### src/rtl/mem_arbiter.sv
// Two-port round-robin arbiter in front of a single-beat RAM.
// Reads fetch a whole cache block one word per RAM beat. Writes push a
// single word. Each finished transaction is reported back to its
// requester with a one-cycle valid pulse.
module mem_arbiter #(
  parameter int RAM_ADDRESS_BITS = 32,
  parameter int DATA_BITS        = 32,
  parameter int BLOCK_BITS       = 2
) (
  input  logic                                      clk,
  input  logic                                      reset_n,
  input  logic [RAM_ADDRESS_BITS-1:0]               c0_address,
  input  logic                                      c0_read_en,
  input  logic                                      c0_write_en,
  input  logic [DATA_BITS-1:0]                      c0_write_data,
  output logic                                      c0_mem_valid,
  output logic [(1<<BLOCK_BITS)-1:0][DATA_BITS-1:0] c0_mem_data,
  input  logic [RAM_ADDRESS_BITS-1:0]               c1_address,
  input  logic                                      c1_read_en,
  input  logic                                      c1_write_en,
  input  logic [DATA_BITS-1:0]                      c1_write_data,
  output logic                                      c1_mem_valid,
  output logic [(1<<BLOCK_BITS)-1:0][DATA_BITS-1:0] c1_mem_data,
  output logic [RAM_ADDRESS_BITS-1:0]               ram_address,
  output logic                                      ram_read_en,
  output logic                                      ram_write_en,
  output logic [DATA_BITS-1:0]                      ram_write_data,
  input  logic                                      ram_ack,
  input  logic [DATA_BITS-1:0]                      ram_read_data
);

  localparam int BLOCK_WORDS = 1 << BLOCK_BITS;

  localparam logic [1:0] IDLE    = 2'd0;
  localparam logic [1:0] READ    = 2'd1;
  localparam logic [1:0] WRITE   = 2'd2;
  localparam logic [1:0] RESPOND = 2'd3;

  logic [1:0]                                state;
  logic [BLOCK_BITS-1:0]                     beat;
  logic                                      last_grant;
  logic                                      owner;
  logic [RAM_ADDRESS_BITS-1:0]               addr_q;
  logic [DATA_BITS-1:0]                      wdata_q;
  logic [BLOCK_WORDS-1:0][DATA_BITS-1:0]     buffer;
  logic [BLOCK_WORDS-1:0][DATA_BITS-1:0]     fill;

  logic                                      req0;
  logic                                      req1;
  logic                                      grant;
  logic                                      sel_write;
  logic [RAM_ADDRESS_BITS-1:0]               sel_addr;
  logic [DATA_BITS-1:0]                      sel_data;

  assign req0 = c0_read_en | c0_write_en;
  assign req1 = c1_read_en | c1_write_en;

  // Round-robin pick: a lone requester wins, a tie goes to the port not served last
  always_comb begin
    grant = 1'b0;
    if (req0 && req1) begin
      grant = ~last_grant;
    end else if (req1) begin
      grant = 1'b1;
    end
  end

  // A pending write on the chosen port goes first; its read waits for a later grant
  assign sel_write = grant ? c1_write_en   : c0_write_en;
  assign sel_addr  = grant ? c1_address    : c0_address;
  assign sel_data  = grant ? c1_write_data : c0_write_data;

  // Block buffer with the current beat's RAM word merged in, so the last beat lands in the response
  always_comb begin
    fill       = buffer;
    fill[beat] = ram_read_data;
  end

  // RAM-side outputs are driven only while a beat is outstanding, and are zero otherwise
  always_comb begin
    ram_read_en    = 1'b0;
    ram_write_en   = 1'b0;
    ram_address    = '0;
    ram_write_data = '0;
    case (state)
      READ: begin
        ram_read_en = 1'b1;
        ram_address = {addr_q[RAM_ADDRESS_BITS-1:BLOCK_BITS], beat};
      end
      WRITE: begin
        ram_write_en   = 1'b1;
        ram_address    = addr_q;
        ram_write_data = wdata_q;
      end
      default: begin
        ram_read_en = 1'b0;
      end
    endcase
  end

  assign c0_mem_valid = (state == RESPOND) && !owner;
  assign c1_mem_valid = (state == RESPOND) && owner;

  // Transaction sequencer: grant in IDLE, walk the beats, pulse the owner, then return to IDLE
  always_ff @(posedge clk or negedge reset_n) begin
    if (!reset_n) begin
      state       <= IDLE;
      beat        <= '0;
      last_grant  <= 1'b1;
      owner       <= 1'b0;
      addr_q      <= '0;
      wdata_q     <= '0;
      buffer      <= '0;
      c0_mem_data <= '0;
      c1_mem_data <= '0;
    end else begin
      case (state)
        IDLE: begin
          if (req0 || req1) begin
            owner      <= grant;
            last_grant <= grant;
            addr_q     <= sel_addr;
            wdata_q    <= sel_data;
            beat       <= '0;
            state      <= sel_write ? WRITE : READ;
          end
        end
        READ: begin
          if (ram_ack) begin
            buffer <= fill;
            beat   <= beat + BLOCK_BITS'(1);
            if (&beat) begin
              state <= RESPOND;
              if (owner) begin
                c1_mem_data <= fill;
              end else begin
                c0_mem_data <= fill;
              end
            end
          end
        end
        WRITE: begin
          if (ram_ack) begin
            state <= RESPOND;
          end
        end
        RESPOND: begin
          state <= IDLE;
        end
        default: begin
          state <= IDLE;
        end
      endcase
    end
  end

endmodule
### config.mk
export PLATFORM = sky130hd
export DESIGN_NAME = mem_arbiter
export DESIGN_NICKNAME = d
export VERILOG_FILES = /design/src/rtl/mem_arbiter.sv
export SDC_FILE = /design/constraint.sdc
export NUM_CORES = 1
export LEC_CHECK = 0
export CORE_UTILIZATION = 53
export DETAILED_ROUTE_END_ITERATION = 10
export HOLD_SLACK_MARGIN = 0.06
export PLACE_DENSITY = 0.87
export RECOVER_POWER = 25
export SETUP_SLACK_MARGIN = 0.3
export SLEW_MARGIN = 20
export SYNTH_ARGS = -nofsm -noshare
export SYNTH_HDL_FRONTEND = slang
export SYNTH_SLANG_ARGS = --single-unit
### constraint.sdc
create_clock -name clk -period 4.8 [get_ports clk]
set_input_delay 0.48 -clock clk [delete_from_list [all_inputs] [get_ports clk]]
set_output_delay 0.48 -clock clk [all_outputs]
set_load 0.01 [all_outputs]
# --- After elaboration in Yosys (flattened, before gate mapping) ---
# Cells that the tools add are included.
word_totals:
  out_inout_bits: 324
  wordCells: 68
  reg_bits: 454
op_classes:
  bitwise: 4
  add_sub_neg: 1
  order_cmp: 2
  n_eq_ne: 7
  muxes: 21
  reduce_logical: 15
op_table:
  columns: ["operator", "count"]
  rows:
  - ["128-bit bitwise mux", 1]
  - ["32-bit 2-to-1 mux", 4]
  - ["32-bit demux with 2-bit select", 1]
  - ["32-bit one-hot mux with 2 select lines", 1]
  - ["2-bit 2-to-1 mux", 7]
  - ["5-bit AND reduction", 2]
  - ["2-bit inequality test, second input constant", 4]
  - ["2-bit one-hot mux with 4 select lines", 1]
  - ["2-bit AND reduction", 3]
  - ["1-bit 2-to-1 mux", 5]
  - ["2-bit equality test, second input constant", 2]
  - ["1-bit logical AND", 4]
  - ["2-bit one-hot mux with 2 select lines", 1]
  - ["4-bit AND reduction", 1]
  - ["2-bit by 3-bit less-than comparator with 1-bit output, second input constant", 1]
  - ["3-bit AND reduction", 1]
  - ["2-bit by 1-bit adder with 2-bit output, second input constant", 1]
  - ["2-bit by 1-bit equality test with 1-bit output, second input constant", 1]
  - ["2-bit by 1-bit greater-or-equal comparator with 1-bit output, second input constant", 1]
  - ["2-bit zero test", 1]
  - ["1-bit NOT", 2]
  - ["1-bit bitwise OR", 2]
  - ["2-bit nonzero test", 1]
  - ["1-bit zero test", 1]
  - ["1-bit logical OR", 1]

# --- Longest topological paths before layout ---
logic_depth:
  depth_word: 7
  mapped_depth: 10
  ltp_nobuf: 6

# --- Worst setup path before layout ---
# OpenSTA, ideal clock, no wires.
synth_path:
  kind: "register to output"
  start: "register state[1]"
  end: "output ram_address[10]"
  path_slack_ns: 2.603
  path_buffers: 3
  required_time_ns: 4.320
  path_stages_with_launch: 8
  arrival_time_ns: 1.717
  path_cell_list: "dfrtp_1 > inv_1 > ha_1 > clkbuf_1 > o21a_1 > clkbuf_1 > clkbuf_1 > and2_1"
synth_via:
  elab_chain_len: 2
  word_cells_on_any_way: 3
  cone_classes: "eq/ne (2); mux (1)"
synth_rtl:
  columns: ["element", "line_no", "rtl"]
  rows:
  - ["start: declaration", "39", "logic [1:0] state;"]
  - ["start signal: assignment", "125", "state <= sel_write ? WRITE : READ;"]
  - ["2-bit equality test / 2-bit by 1-bit equality test with 1-bit output (equally long branches)", "85", "case (state)"]
  - ["32-bit one-hot mux with 2 select lines (*)", "85", null]
  - ["end: declaration", "24", "output logic [RAM_ADDRESS_BITS-1:0] ram_address,"]
# Every way passes the cells marked *; elsewhere a longest branch is shown, timed or not.

# --- Worst setup path after layout ---
layout_path:
  start: "register state[1]"
  end: "output ram_address[7]"
# The elaborated chain is that of the path after synthesis.

==> flow_metrics.tcl <==
set metrics [dict create \
    violations "capacitance limit, slew limit" \
    multi_input_area_mm2 0.00699 \
    power_switching_mw 5.68 \
    cp_num_cells 5 \
    ys.flop_type "dfrtp_1" \
    crit_chain "inv_1 > ha_1 > o21a_1 > and2_1 > clkdlybuf4s50_1" \
    dpl.hpwl_um 36900 \
    final_common_cell "clkdlybuf4s50_1" \
    switching_share_pct 34.1 \
    synth_warnings 0 \
    ant_nets 0 \
    cts_tree "done" \
    seq_area_frac_synth_pct 60.0 \
    cts_setup_buffers 0 \
    worstPathRequired_ns 4.32 \
    period_share_pct 72.6 \
    die_area_mm2 0.0365 \
    crit_arrival_ns 3.00 \
    cts_buffers 45 \
    overflow 0 \
    fin_skew_ns 0.0285 \
    drc 0 \
    rsz0062_at_grt "false" \
    grt_pass1_vias 14600 \
    ir_worst_vdd_mv 0.392 \
    dp.cells 2492 \
    r2r_slack_ns 1.79 \
    clk_latency_ns 0.57 \
    path_clk_slew_ns 0.06 \
    total_power_mw 16.7 \
    combPwrFrac_pct 39.6 \
    start_util_pct 54.4 \
    pwr-share-seq_pct 39.0 \
    worstHoldStart "addr_q[27]" \
    setup_viol 0 \
    grt_usage_pct 30.2 \
    path_buf_inv 2 \
    cts.sinks 454 \
    syn2layout_area_growth_pct 34.8 \
    grt_pass1_wl_um 83600 \
    via_count 14500 \
    crit_type "reg2out" \
    post_drt_wl_per_cell_um 21.2 \
    mostFrequentLayoutCells "clkdlybuf4s50_1 (489), dfrtp_1 (453), nand2_1 (197), o21ai_0 (197), mux2i_1 (192)" \
    startpoint "state[1]" \
    syn_nets 1821 \
    io_pins 491 \
    path_max_fanout 29 \
    syn_avg_cell_area_um2 11.5 \
    end_kind "output pin" \
    post_dp_cell_area_mm2 0.0240 \
    hold_path.class "reg2reg" \
    fp.dieH_um 191 \
    clock_path_buffers 3 \
    routed_wl_um 54700 \
    cellPowerDensity_mw_per_mm2 654 \
    synth_area_mm2 0.0189 \
    p_clk_share_pct 21.4 \
    fmax_mhz 287 \
    start_kind "flop" \
    crit_end "ram_address[7]" \
    power.leakage_nw 11.3 \
    stdcell_area_mm2 0.0255 \
    period_needed_ns 3.48 \
    drive_above_1_share_pct 10.9 \
    drv_cap 1 \
    nFillCells 2286 \
    synth_edf_count 0 \
    finalHoldViolCount 0 \
    root_buffer "clkbuf_16" \
    ff_latch_area_mm2 0.0114 \
    synthArstFlopShare_pct 100 \
    gp_congestion 0.918 \
    antenna_found_initial 2 \
    utilization_pct 73.3 \
    maxSlewHeadroom_pct -118 \
    design.core.area_mm2 0.0348 \
    timing.final.ws_setup_ns 1.32 \
    grt_max_degree 157 \
    drtIter0Drc 991 \
    worstReg2RegStart "state[1]" \
    fin_nets 2261 \
    viasPerCell 5.62 \
    port_buffers 490 \
    cp_slowest_cell "o21a_1" \
    hold_ws_ns 0.471 \
    synth_cell_types 35 \
    cpLargestDelayFamily "buffers and inverters" \
    drv_slew 128 \
    tightest_slew_ns 3.27 \
    drt-pass1-iter-count 5 \
    dieWidth_um 191 \
    r2r_end "c0_mem_data[104]" \
    stdcell_count 2576 \
    post_cts_resize_count 0 \
    pre_cts_ws_ns 1.66 \
    status "finished with violations" \
    synth_seq_cells 454 \
    p_int_mw 11.0 \
    rows 68 \
    r2r_cells 7 \
    synthCells 1645 \
    htreeDepth 2 \
    finalSetupTns_ns 0 \
    cpPeakStageDelay_ns 0.70 \
    ctsHoldBuffers 0 \
]
==> cells in the mapped netlist (3+ instances only) <==
| cell type | instances | area [um^2] |
|---|---|---|
| dfrtp_1 | 453 | 11300 |
| nand2_1 | 201 | 754 |
| o21ai_0 | 197 | 986 |
| mux2i_1 | 192 | 1920 |
| a21oi_1 | 129 | 646 |
| nor2_1 | 129 | 484 |
| mux2_2 | 128 | 1440 |
| and2_1 | 63 | 394 |
| buf_2 | 62 | 310 |
| clkbuf_1 | 30 | 113 |
| buf_6 | 11 | 124 |
| ha_1 | 9 | 113 |
| inv_1 | 6 | 22.5 |
| buf_4 | 5 | 37.5 |
| clkbuf_2 | 3 | 15.0 |
| nor2b_1 | 3 | 18.8 |
==> state kept, by name, indices dropped and copies added, names as in the netlist, 2 cells and up <==
name         flops
c1_mem_data    128
beat             2
addr_q          32
buffer         128
wdata_q         32
c0_mem_data    128
state            2
==> worst min-delay path by stage <==
| stage | endpoint | slack, ns | cells past startpoint |
|---|---|---|---|
| floorplan | addr_q[0] | 0.18 | 0 |
| global placement | wdata_q[7] | 0.45 | 2 |
| detailed placement | wdata_q[4] | 0.46 | 2 |
| CTS | c1_mem_data[108] | 0.07 | 1 |
| global route | addr_q[14] | 0.49 | 2 |
| finish | addr_q[27] | 0.47 | 2 |
==> worst reg2reg max path: stages (launching register included) <==
cell	delay, ns
dfrtp_1	0.41
inv_1	0.11
ha_1	0.39
and2_1	0.42
nor4b_4	0.35
buf_4	0.82
nor2_1	0.23
a21oi_1	0.20
==> routing by layer <==
metal / wire length, um / GRT usage, %
met5: 0 / 0
met4: 2360 / 12.6
met3: 3540 / 5.51
met2: 28300 / 53.0
met1: 20500 / 36.5
==> logic make-up after synthesis <==
group / share of synthesized area (%)
flops: 60.0
simple gates: 9.12
mux: 17.8
compound gates: 9.14
buf+inv: 3.33
fa+ha+maj: 0.595
==> final cells by class <==
class	instances	share of cell area [%]
clock buffer	68	5.39
multi-input combinational	1072	27.4
antenna	2	0.0196
timing repair buffer	506	19.9
clock inverter	13	0.490
sequential	454	44.5
tap	455	2.23
inverter	6	0.0883
==> power groups by stage <==
| stage | combinational [mW] | clock, mW | sequential, mW |
|---|---|---|---|
| detailed placement | 6.55 | 0 | 6.53 |
| CTS | 6.63 | 3.60 | 6.49 |
| global placement | 6.32 | 0 | 6.43 |
| floorplan | 2.92 | 0 | 6.67 |
| finish | 6.61 | 3.56 | 6.50 |
| global route | 7.14 | 3.75 | 6.68 |
Power figures use the tool's default switching activity.
